===== src/rtl/spi_write_bridge_pkg.sv =====
// Shared types and constants for the SPI-to-register-bus write bridge.
package spi_write_bridge_pkg;

  localparam int unsigned BYTE_BITS       = 8;
  localparam int unsigned MIN_SYNC_STAGES = 2;

  typedef enum logic [1:0] {
    IDLE,
    ADDR,
    DATA
  } rx_state_e;

  typedef enum logic [1:0] {
    WIDLE,
    SETUP,
    STROBE,
    HOLD
  } wr_state_e;

endpackage


===== src/rtl/spi_byte_rx.sv =====
// Oversampled SPI mode-0 byte receiver: synchronisers, SCK edge detect,
// MSB-first shift register and bit counter. byte_done_o pulses for one
// cycle, aligned with byte_o, in the cycle the bit counter wraps.
module spi_byte_rx
  import spi_write_bridge_pkg::*;
#(
  parameter int unsigned SyncStages = 2
) (
  input  logic                 clk,
  input  logic                 rst_n,
  input  logic                 sck_i,
  input  logic                 mosi_i,
  input  logic                 cs_n_i,
  output logic                 cs_n_sync_o,
  output logic                 byte_done_o,
  output logic [BYTE_BITS-1:0] byte_o
);

  localparam int unsigned STAGES = (SyncStages < MIN_SYNC_STAGES) ? MIN_SYNC_STAGES : SyncStages;
  localparam int unsigned CNT_W  = $clog2(BYTE_BITS);

  logic [STAGES-1:0]    sck_sync_q, mosi_sync_q, cs_sync_q;
  logic                 sck_prev_q;
  logic [CNT_W-1:0]     cnt_q, cnt_d;
  logic [BYTE_BITS-1:0] shift_q, shift_d;
  logic                 byte_done_q, byte_done_d;
  logic                 sck_s, mosi_s, cs_n_s, sample_c;

  assign sck_s    = sck_sync_q[STAGES-1];
  assign mosi_s   = mosi_sync_q[STAGES-1];
  assign cs_n_s   = cs_sync_q[STAGES-1];
  assign sample_c = sck_s & ~sck_prev_q & ~cs_n_s;

  // Synchronise the SPI pins and remember last synced SCK for edge detection.
  always_ff @(posedge clk or negedge rst_n) begin
    if (!rst_n) begin
      sck_sync_q  <= '0;
      mosi_sync_q <= '0;
      cs_sync_q   <= '1;
      sck_prev_q  <= 1'b0;
    end else begin
      sck_sync_q  <= {sck_sync_q[STAGES-2:0], sck_i};
      mosi_sync_q <= {mosi_sync_q[STAGES-2:0], mosi_i};
      cs_sync_q   <= {cs_sync_q[STAGES-2:0], cs_n_i};
      sck_prev_q  <= sck_s;
    end
  end

  // Shift in one bit per SCK rising edge; deselect discards any partial byte.
  always_comb begin
    cnt_d       = cnt_q;
    shift_d     = shift_q;
    byte_done_d = 1'b0;
    if (cs_n_s) begin
      cnt_d   = '0;
      shift_d = '0;
    end else if (sample_c) begin
      shift_d     = {shift_q[BYTE_BITS-2:0], mosi_s};
      cnt_d       = cnt_q + CNT_W'(1);
      byte_done_d = (cnt_q == CNT_W'(BYTE_BITS - 1));
    end
  end

  // Receiver state registers.
  always_ff @(posedge clk or negedge rst_n) begin
    if (!rst_n) begin
      cnt_q       <= '0;
      shift_q     <= '0;
      byte_done_q <= 1'b0;
    end else begin
      cnt_q       <= cnt_d;
      shift_q     <= shift_d;
      byte_done_q <= byte_done_d;
    end
  end

  assign cs_n_sync_o = cs_n_s;
  assign byte_done_o = byte_done_q;
  assign byte_o      = shift_q;

endmodule


===== src/rtl/spi_write_bridge.sv =====
// SPI-slave to register-bus write bridge. First byte of a frame is the
// register address, each following byte is written with an active-low
// _Write strobe. Define SPI_ADDR_AUTOINC_EN to advance the address after
// every write so consecutive data bytes land in consecutive registers.
module spi_write_bridge
  import spi_write_bridge_pkg::*;
#(
  parameter int unsigned AddressWidth = 8,
  parameter int unsigned StrobeCycles = 2,
  parameter int unsigned SyncStages   = 2
) (
  input  logic                    CLK,
  input  logic                    _RST,
  input  logic                    SCK,
  input  logic                    MOSI,
  input  logic                    _CS,
  output logic [AddressWidth-1:0] AddressBus,
  output logic [BYTE_BITS-1:0]    DataOut,
  output logic                    _Write,
  output logic                    Busy
);

  localparam int unsigned SC_W = (StrobeCycles > 1) ? $clog2(StrobeCycles) : 1;

  logic                    cs_n_s, byte_done;
  logic [BYTE_BITS-1:0]    rx_byte;

  rx_state_e               rx_state_q, rx_state_d;
  wr_state_e               wr_state_q, wr_state_d;
  logic [AddressWidth-1:0] addr_q, addr_d;
  logic [BYTE_BITS-1:0]    data_q, data_d;
  logic [SC_W-1:0]         strobe_cnt_q, strobe_cnt_d;
  logic [AddressWidth-1:0] addr_out_q, addr_out_d;
  logic [BYTE_BITS-1:0]    data_out_q, data_out_d;
  logic                    write_n_q, write_n_d;
  logic                    busy_q, busy_d;
  logic                    addr_ld_c, wr_req_c;

  spi_byte_rx #(
    .SyncStages(SyncStages)
  ) u_rx (
    .clk        (CLK),
    .rst_n      (_RST),
    .sck_i      (SCK),
    .mosi_i     (MOSI),
    .cs_n_i     (_CS),
    .cs_n_sync_o(cs_n_s),
    .byte_done_o(byte_done),
    .byte_o     (rx_byte)
  );

  // Receive FSM: a byte that completed just before deselect is still honoured.
  always_comb begin
    rx_state_d = rx_state_q;
    data_d     = data_q;
    addr_ld_c  = 1'b0;
    wr_req_c   = 1'b0;
    case (rx_state_q)
      IDLE: if (!cs_n_s) rx_state_d = ADDR;
      ADDR: if (byte_done) begin
        addr_ld_c  = 1'b1;
        rx_state_d = DATA;
      end
      DATA: if (byte_done) begin
        data_d   = rx_byte;
        wr_req_c = 1'b1;
      end
      default: rx_state_d = IDLE;
    endcase
    if (cs_n_s) rx_state_d = IDLE;
  end

  // Address register: loaded by an address byte, optionally advanced after each write.
  always_comb begin
    addr_d = addr_q;
`ifdef SPI_ADDR_AUTOINC_EN
    if (wr_state_q == HOLD) addr_d = addr_q + AddressWidth'(1);
`endif
    if (addr_ld_c) addr_d = rx_byte[AddressWidth-1:0];
  end

  // Write FSM: SETUP, StrobeCycles of STROBE, HOLD; outputs follow the next state.
  always_comb begin
    wr_state_d   = wr_state_q;
    strobe_cnt_d = strobe_cnt_q;
    addr_out_d   = addr_out_q;
    data_out_d   = data_out_q;
    case (wr_state_q)
      WIDLE: if (wr_req_c) begin
        wr_state_d = SETUP;
        addr_out_d = addr_q;
        data_out_d = data_d;
      end
      SETUP: begin
        wr_state_d   = STROBE;
        strobe_cnt_d = '0;
      end
      STROBE: begin
        if (strobe_cnt_q == SC_W'(StrobeCycles - 1)) wr_state_d = HOLD;
        else strobe_cnt_d = strobe_cnt_q + SC_W'(1);
      end
      HOLD:    wr_state_d = WIDLE;
      default: wr_state_d = WIDLE;
    endcase
    write_n_d = (wr_state_d != STROBE);
    busy_d    = (wr_state_d != WIDLE);
  end

  // State and output registers; reset releases _Write without waiting for CLK.
  always_ff @(posedge CLK or negedge _RST) begin
    if (!_RST) begin
      rx_state_q   <= IDLE;
      wr_state_q   <= WIDLE;
      addr_q       <= '0;
      data_q       <= '0;
      strobe_cnt_q <= '0;
      addr_out_q   <= '0;
      data_out_q   <= '0;
      write_n_q    <= 1'b1;
      busy_q       <= 1'b0;
    end else begin
      rx_state_q   <= rx_state_d;
      wr_state_q   <= wr_state_d;
      addr_q       <= addr_d;
      data_q       <= data_d;
      strobe_cnt_q <= strobe_cnt_d;
      addr_out_q   <= addr_out_d;
      data_out_q   <= data_out_d;
      write_n_q    <= write_n_d;
      busy_q       <= busy_d;
    end
  end

  assign AddressBus = addr_out_q;
  assign DataOut    = data_out_q;
  assign _Write     = write_n_q;
  assign Busy       = busy_q;

endmodule


===== config.mk =====
export PLATFORM = sky130hd
export DESIGN_NAME = spi_write_bridge
export DESIGN_NICKNAME = d
export VERILOG_FILES = /design/src/rtl/spi_write_bridge_pkg.sv /design/src/rtl/spi_byte_rx.sv /design/src/rtl/spi_write_bridge.sv
export SDC_FILE = /design/constraint.sdc
export NUM_CORES = 1
export LEC_CHECK = 0
export BUFFER_PORTS_ARGS = -buffer_cell sky130_fd_sc_hd__buf_2
export CAP_MARGIN = 40
export CORE_ASPECT_RATIO = 0.7
export CORE_UTILIZATION = 56
export CTS_CLUSTER_SIZE = 25
export DETAILED_ROUTE_END_ITERATION = 16
export GPL_TIMING_DRIVEN = 0
export PLACE_DENSITY = 0.74
export SETUP_SLACK_MARGIN = 0.4
export SYNTH_ARGS = -nofsm -noshare
export SYNTH_HDL_FRONTEND = slang
export SYNTH_HIERARCHICAL = 1
export SYNTH_SLANG_ARGS = --single-unit

===== constraint.sdc =====
create_clock -name CLK -period 1.75 [get_ports CLK]
set_input_delay 0.35 -clock CLK [delete_from_list [all_inputs] [get_ports CLK]]
set_output_delay 0.35 -clock CLK [all_outputs]
set_load 0.01 [all_outputs]

After elaboration in Yosys (flattened, before gate mapping)
Cells that the tools add are included.
{"block": "word_totals", "word_cells": 57, "inputBits": 5, "out_inout_bits": 18, "register_bits": 58}
{"block": "op_classes", "reduce_logical": 7, "n_addsub": 2, "muxes": 19, "eq_ne": 9, "bitwise": 4}
{"cell": "$mux W8", "count": 4}
{"cell": "$mux W2", "count": 4}
{"cell": "$pmux W2 S4", "count": 1}
{"cell": "$eq A2 B2 Y1 const B", "count": 3}
{"cell": "$mux W1", "count": 6}
{"cell": "$mux W3", "count": 2}
{"cell": "$pmux W2 S3", "count": 1}
{"cell": "$reduce_bool A2 Y1", "count": 3}
{"cell": "$eq A2 B1 Y1 const B", "count": 2}
{"cell": "$logic_not A2 Y1", "count": 2}
{"cell": "$reduce_and A2 Y1", "count": 2}
{"cell": "$add A3 B1 Y3 const B", "count": 1}
{"cell": "$eq A3 B3 Y1 const B", "count": 1}
{"cell": "$ne A3 B1 Y1 const B", "count": 1}
{"cell": "$and A1 B1 Y1", "count": 2}
{"cell": "$ne A2 B1 Y1 const B", "count": 1}
{"cell": "$ne A2 B2 Y1 const B", "count": 1}
{"cell": "$not A1 Y1", "count": 2}
{"cell": "$pmux W1 S2", "count": 1}
{"cell": "$add A1 B1 Y1 const B", "count": 1}

Depth between registers and ports, before layout
{"block": "depth", "ltp_word": 5, "mapped_depth": 5, "ltp_nobuf": 4}

Hierarchy
The synthesis kept the hierarchy.
{"mod": "spi_write_bridge", "cells_each": 77, "seq_area_each_um2": 777.0, "area_per_inst_um2": 1267.5, "instances": 1}
{"mod": "spi_byte_rx", "cells_each": 51, "seq_area_each_um2": 478.0, "area_per_inst_um2": 750.7, "instances": 1}

Worst setup path before layout
OpenSTA, ideal clock, no wires.
{"block": "synth_path", "path_kind": "reg-to-reg", "startpoint": "register wr_state_q[0]", "endpoint": "register addr_out_q[0] (netlist: AddressBus[0])", "path_slack_ns": 0.327, "path_stages_with_launch": 6, "setup_time_ns": 0.125, "arrival_ns": 1.298, "period_less_slack_ns": 1.423, "required_time_ns": 1.625, "n_path_buf": 1, "path_cell_list": "dfrtp_1 -> inv_1 -> ha_1 -> nand4b_4 -> buf_6 -> mux2_4"}
{"block": "synth_via", "elab_chain_cells": 2}
{"element": "start, declared", "line_no": "spi_write_bridge.sv:29", "rtl": "wr_state_e wr_state_q, wr_state_d;"}
{"element": "start signal, assigned", "line_no": "spi_write_bridge.sv:123", "rtl": "wr_state_q <= wr_state_d;"}
{"element": "$logic_not A2 Y1", "line_no": "spi_write_bridge.sv:88", "rtl": "case (wr_state_q)"}
{"element": "$reduce_and A2 Y1 (no line)"}
{"element": "end signal, assigned", "line_no": "spi_write_bridge.sv:127", "rtl": "addr_out_q <= addr_out_d;"}
{"element": "end, declared", "line_no": "spi_write_bridge.sv:33", "rtl": "logic [AddressWidth-1:0] addr_out_q, addr_out_d;"}
Every way passes these cells.
A chain may end at the register's enable or synchronous reset.

Worst setup path in the final report
{"block": "layout_path", "startpoint": "register wr_state_q[1]", "endpoint": "register addr_out_q[1] (netlist: AddressBus[1])"}
The elaborated chain is that of the path after synthesis.

==> results.ini <==
[synthesis]
yosys_warnings=6
syn_nets=138
seq_area_frac_synth_pct=62.2
yosys_register_bits=50
netlist_area_um2=2020
synth_cells=128
syn_area_per_cell_um2=15.8
synth_cell_type_count=25
yosysTopAreaCell=dfrtp_1
ys_top_cells_by_area=dfrtp_1 (58%), mux2_2 (8.9%), mux2_4 (7.4%), dfstp_2 (3.9%), mux2i_1 (3.5%)
yosysTopAreaCellShare_pct=58.3

[floorplan]
fp.coreArea_um2=3300
fp.dieH_um=52.2
die_area_um2=3850
start_util_pct=61.2
die_w_um=73.8
num_rows=17
ios=23

[worst_setup_path]
rr_startpoint=wr_state_q[1]
cp_slowest_cell=dfrtp_1
crit_chain=inv_2, ha_4, nand4b_4, clkbuf_16, mux2_4
reg2reg_to=AddressBus[1]
worstRegToRegCells=5
startpoint_type=flop
worstSetupEndpointType=flop
critPathMaxStageDelay_ns=0.40
crit_type=reg2reg
worstPathRequired_ns=1.96
cp.arrival_ns=1.63
reg2reg_slack_ns=0.32
crit_fanout=5

[drt]
firstDrtPassIters=4
wl_per_cell_um=16.4
dr_wl_met3_um=130
drt_iter0_markers=55
via_count=1139
vias_per_cell=5.30
drcViolationCount=0
ant_nets=0
met1Wirelength_mm=1.59
top_layer=met4
routed_wirelength_mm=3.53
met2_wirelength_mm=1.75

[clock_network]
tritoncts=yes
cts_made_buffers=5
ctsLongestPathBuffers=2
htree_levels=2
cts_hold_buf=0
cts_sinks=50
worstSkewPairLatency_ns=0.31
cts_root_buf=clkbuf_8
cts.reportedPaths.clkPinSlew_ns=0.10

[flow_run]
cap_violations=0

[place]
dp_slack_ns=0.245
placed_cell_area_um2=2230
dp_hpwl_mm=2.33
dp_cells=198
place_congestion=0.728
io_buffers=22

[timing]
slew_headroom_pct=60.9
tightestPinTransition_ns=0.587
skew_ns=0.0132
final.period_utilization_pct=81.6
tns_ns=0
setup_violations=0
worst_slack_ns=0.323
drv_slew=0
rsz0062_at_grt=true
hold_viol_final=0
max_freq_ghz=0.701
period_needed_ns=1.43

[global_route]
antenna_found_initial=0
grt_pass1_vias=1167
grt_max_degree=27
grt_pass1_wl_mm=5.75
grt_overflow=0
grt.total_usage_pct=21.4

[pwr]
p_leak_nw=1.25
vdd_drop_max_uv=600
power.density_nw_per_um2=799

[run_status]
status=finished clean

[layout]
drive_gt1_share_pct=47.6
n_fill_cell=224
post-route-util_pct=73.3
antenna_cells=0
finalNonFillerCells=215
area_delta_synth_final_pct=19.7
nNetsFinal=177
fin_area_um2=2420

[min_path]
hp-class=in2async

-- worst max-delay path: cells and delay by family, from the launching register on --
kind	cells	cell delay (ns)
AND/OR/NAND/NOR	1	0.18
flip-flops	1	0.40
multiplexers	1	0.29
adder cells (fa/ha/maj)	1	0.14
buffers and inverters	2	0.31
-- worst max-delay path by stage --
stage / endpoint / from / cells past startpoint / slack [ns]
finish: AddressBus[1] / wr_state_q[1] / 5 / 0.32
global route: AddressBus[0] / wr_state_q[0] / 5 / 0.28
CTS: AddressBus[5] / wr_state_q[0] / 5 / 0.32
detailed placement: AddressBus[3] / wr_state_q[0] / 5 / 0.24
global placement: DataOut[6] / wr_state_q[0] / 5 / 0.28
floorplan: AddressBus[0] / wr_state_q[0] / 5 / 0.39
-- Yosys cell counts --
library cell	instances
ha_1	5
nor2b_1	2
mux2i_1	7
clkbuf_2	1
a211oi_1	1
dfrtp_1	47
nor2b_4	1
nand4b_1	1
mux2_4	10
buf_6	3
mux2_2	16
inv_1	2
nand3b_2	1
o21ai_1	3
a31oi_1	2
nand4b_4	1
a32oi_1	1
or2b_1	1
nor2_1	3
and3b_1	1
nor3_1	1
nand4bb_1	3
a21oi_1	1
nand2b_1	11
dfstp_2	3
-- through the flow --
step	power, mW	hold WS (ns)
after floorplan	1.23	0.0544
after global placement	1.26	0.334
after detailed placement	1.27	0.336
after CTS	1.95	0.0385
after global routing	2.00	0.0603
final	1.93	0.0289
-- kinds of logic after synthesis --
logic type / after synthesis / share of synthesized area (%)
compound gates: 8 / 2.42
fa+ha+maj: 5 / 3.10
buf+inv: 6 / 2.29
flops: 50 / 62.2
mux: 33 / 19.8
simple gates: 26 / 10.2
-- what timing repair did --
item | CTS | global route
cloned | 1 | 0
buffers inserted | 6 | 2
hold endpoints to repair | 0 | 0
pin swaps | 0 | 1
endpoints found under the setup margin | 17 | 26
resized for setup | 2 | 2
-- report_power, final --
| part | total, mW | switching, mW | internal, mW |
|---|---|---|---|
| sequential | 1.18 | 0.0123 | 1.17 |
| combinational | 0.0671 | 0.0364 | 0.0307 |
| clock | 0.682 | 0.396 | 0.286 |
-- layout make-up --
| class | count | area (um2) | area share [%] |
|---|---|---|---|
| Buffer | 4 | 47.5 | 1.97 |
| Clock buffer | 5 | 68.8 | 2.85 |
| Clock inverter | 3 | 23.8 | 0.984 |
| Inverter | 2 | 7.51 | 0.311 |
| Multi-Input combinational cell | 72 | 732 | 30.3 |
| Sequential cell | 50 | 1250 | 51.9 |
| Tap cell | 47 | 58.8 | 2.43 |
| Timing Repair Buffer | 32 | 223 | 9.22 |
-- layer usage --
| layer | up-vias | GRT usage, % |
|---|---|---|
| met2 | 31 | 36.5 |
| met1 | 575 | 26.2 |
| met4 | 0 | 9.62 |
| met5 | - | 0 |
| met3 | 7 | 5.19 |
| li1 | 526 | - |
-- layout by cell type (no fill, tap or decap), drive strengths merged --
cell,netlist,layout
a211oi,1,1
a21oi,1,1
a31oi,2,2
a32oi,1,1
and3b,1,1
buf,3,34
clkbuf,1,7
clkinvlp,0,2
dfrtp,47,47
dfstp,3,3
ha,5,5
inv,2,3
mux2,26,26
mux2i,7,7
nand2b,11,11
nand3b,1,1
nand4b,2,2
nand4bb,3,3
nor2,3,3
nor2b,3,3
nor3,1,1
o21ai,3,3
or2b,1,1
-- flip-flops by register name, summed over array words and instances, names as in the netlist, 2 cells and up --
| name | flops |
|---|---|
| u_rx/mosi_sync_q | 2 |
| u_rx/sck_sync_q | 2 |
| u_rx/byte_o | 8 |
| u_rx/cs_sync_q | 2 |
| wr_state_q | 2 |
| DataOut | 8 |
| u_rx/cnt_q | 3 |
| addr_q | 8 |
| AddressBus | 8 |
| rx_state_q | 2 |
Power figures use the tool's default switching activity.
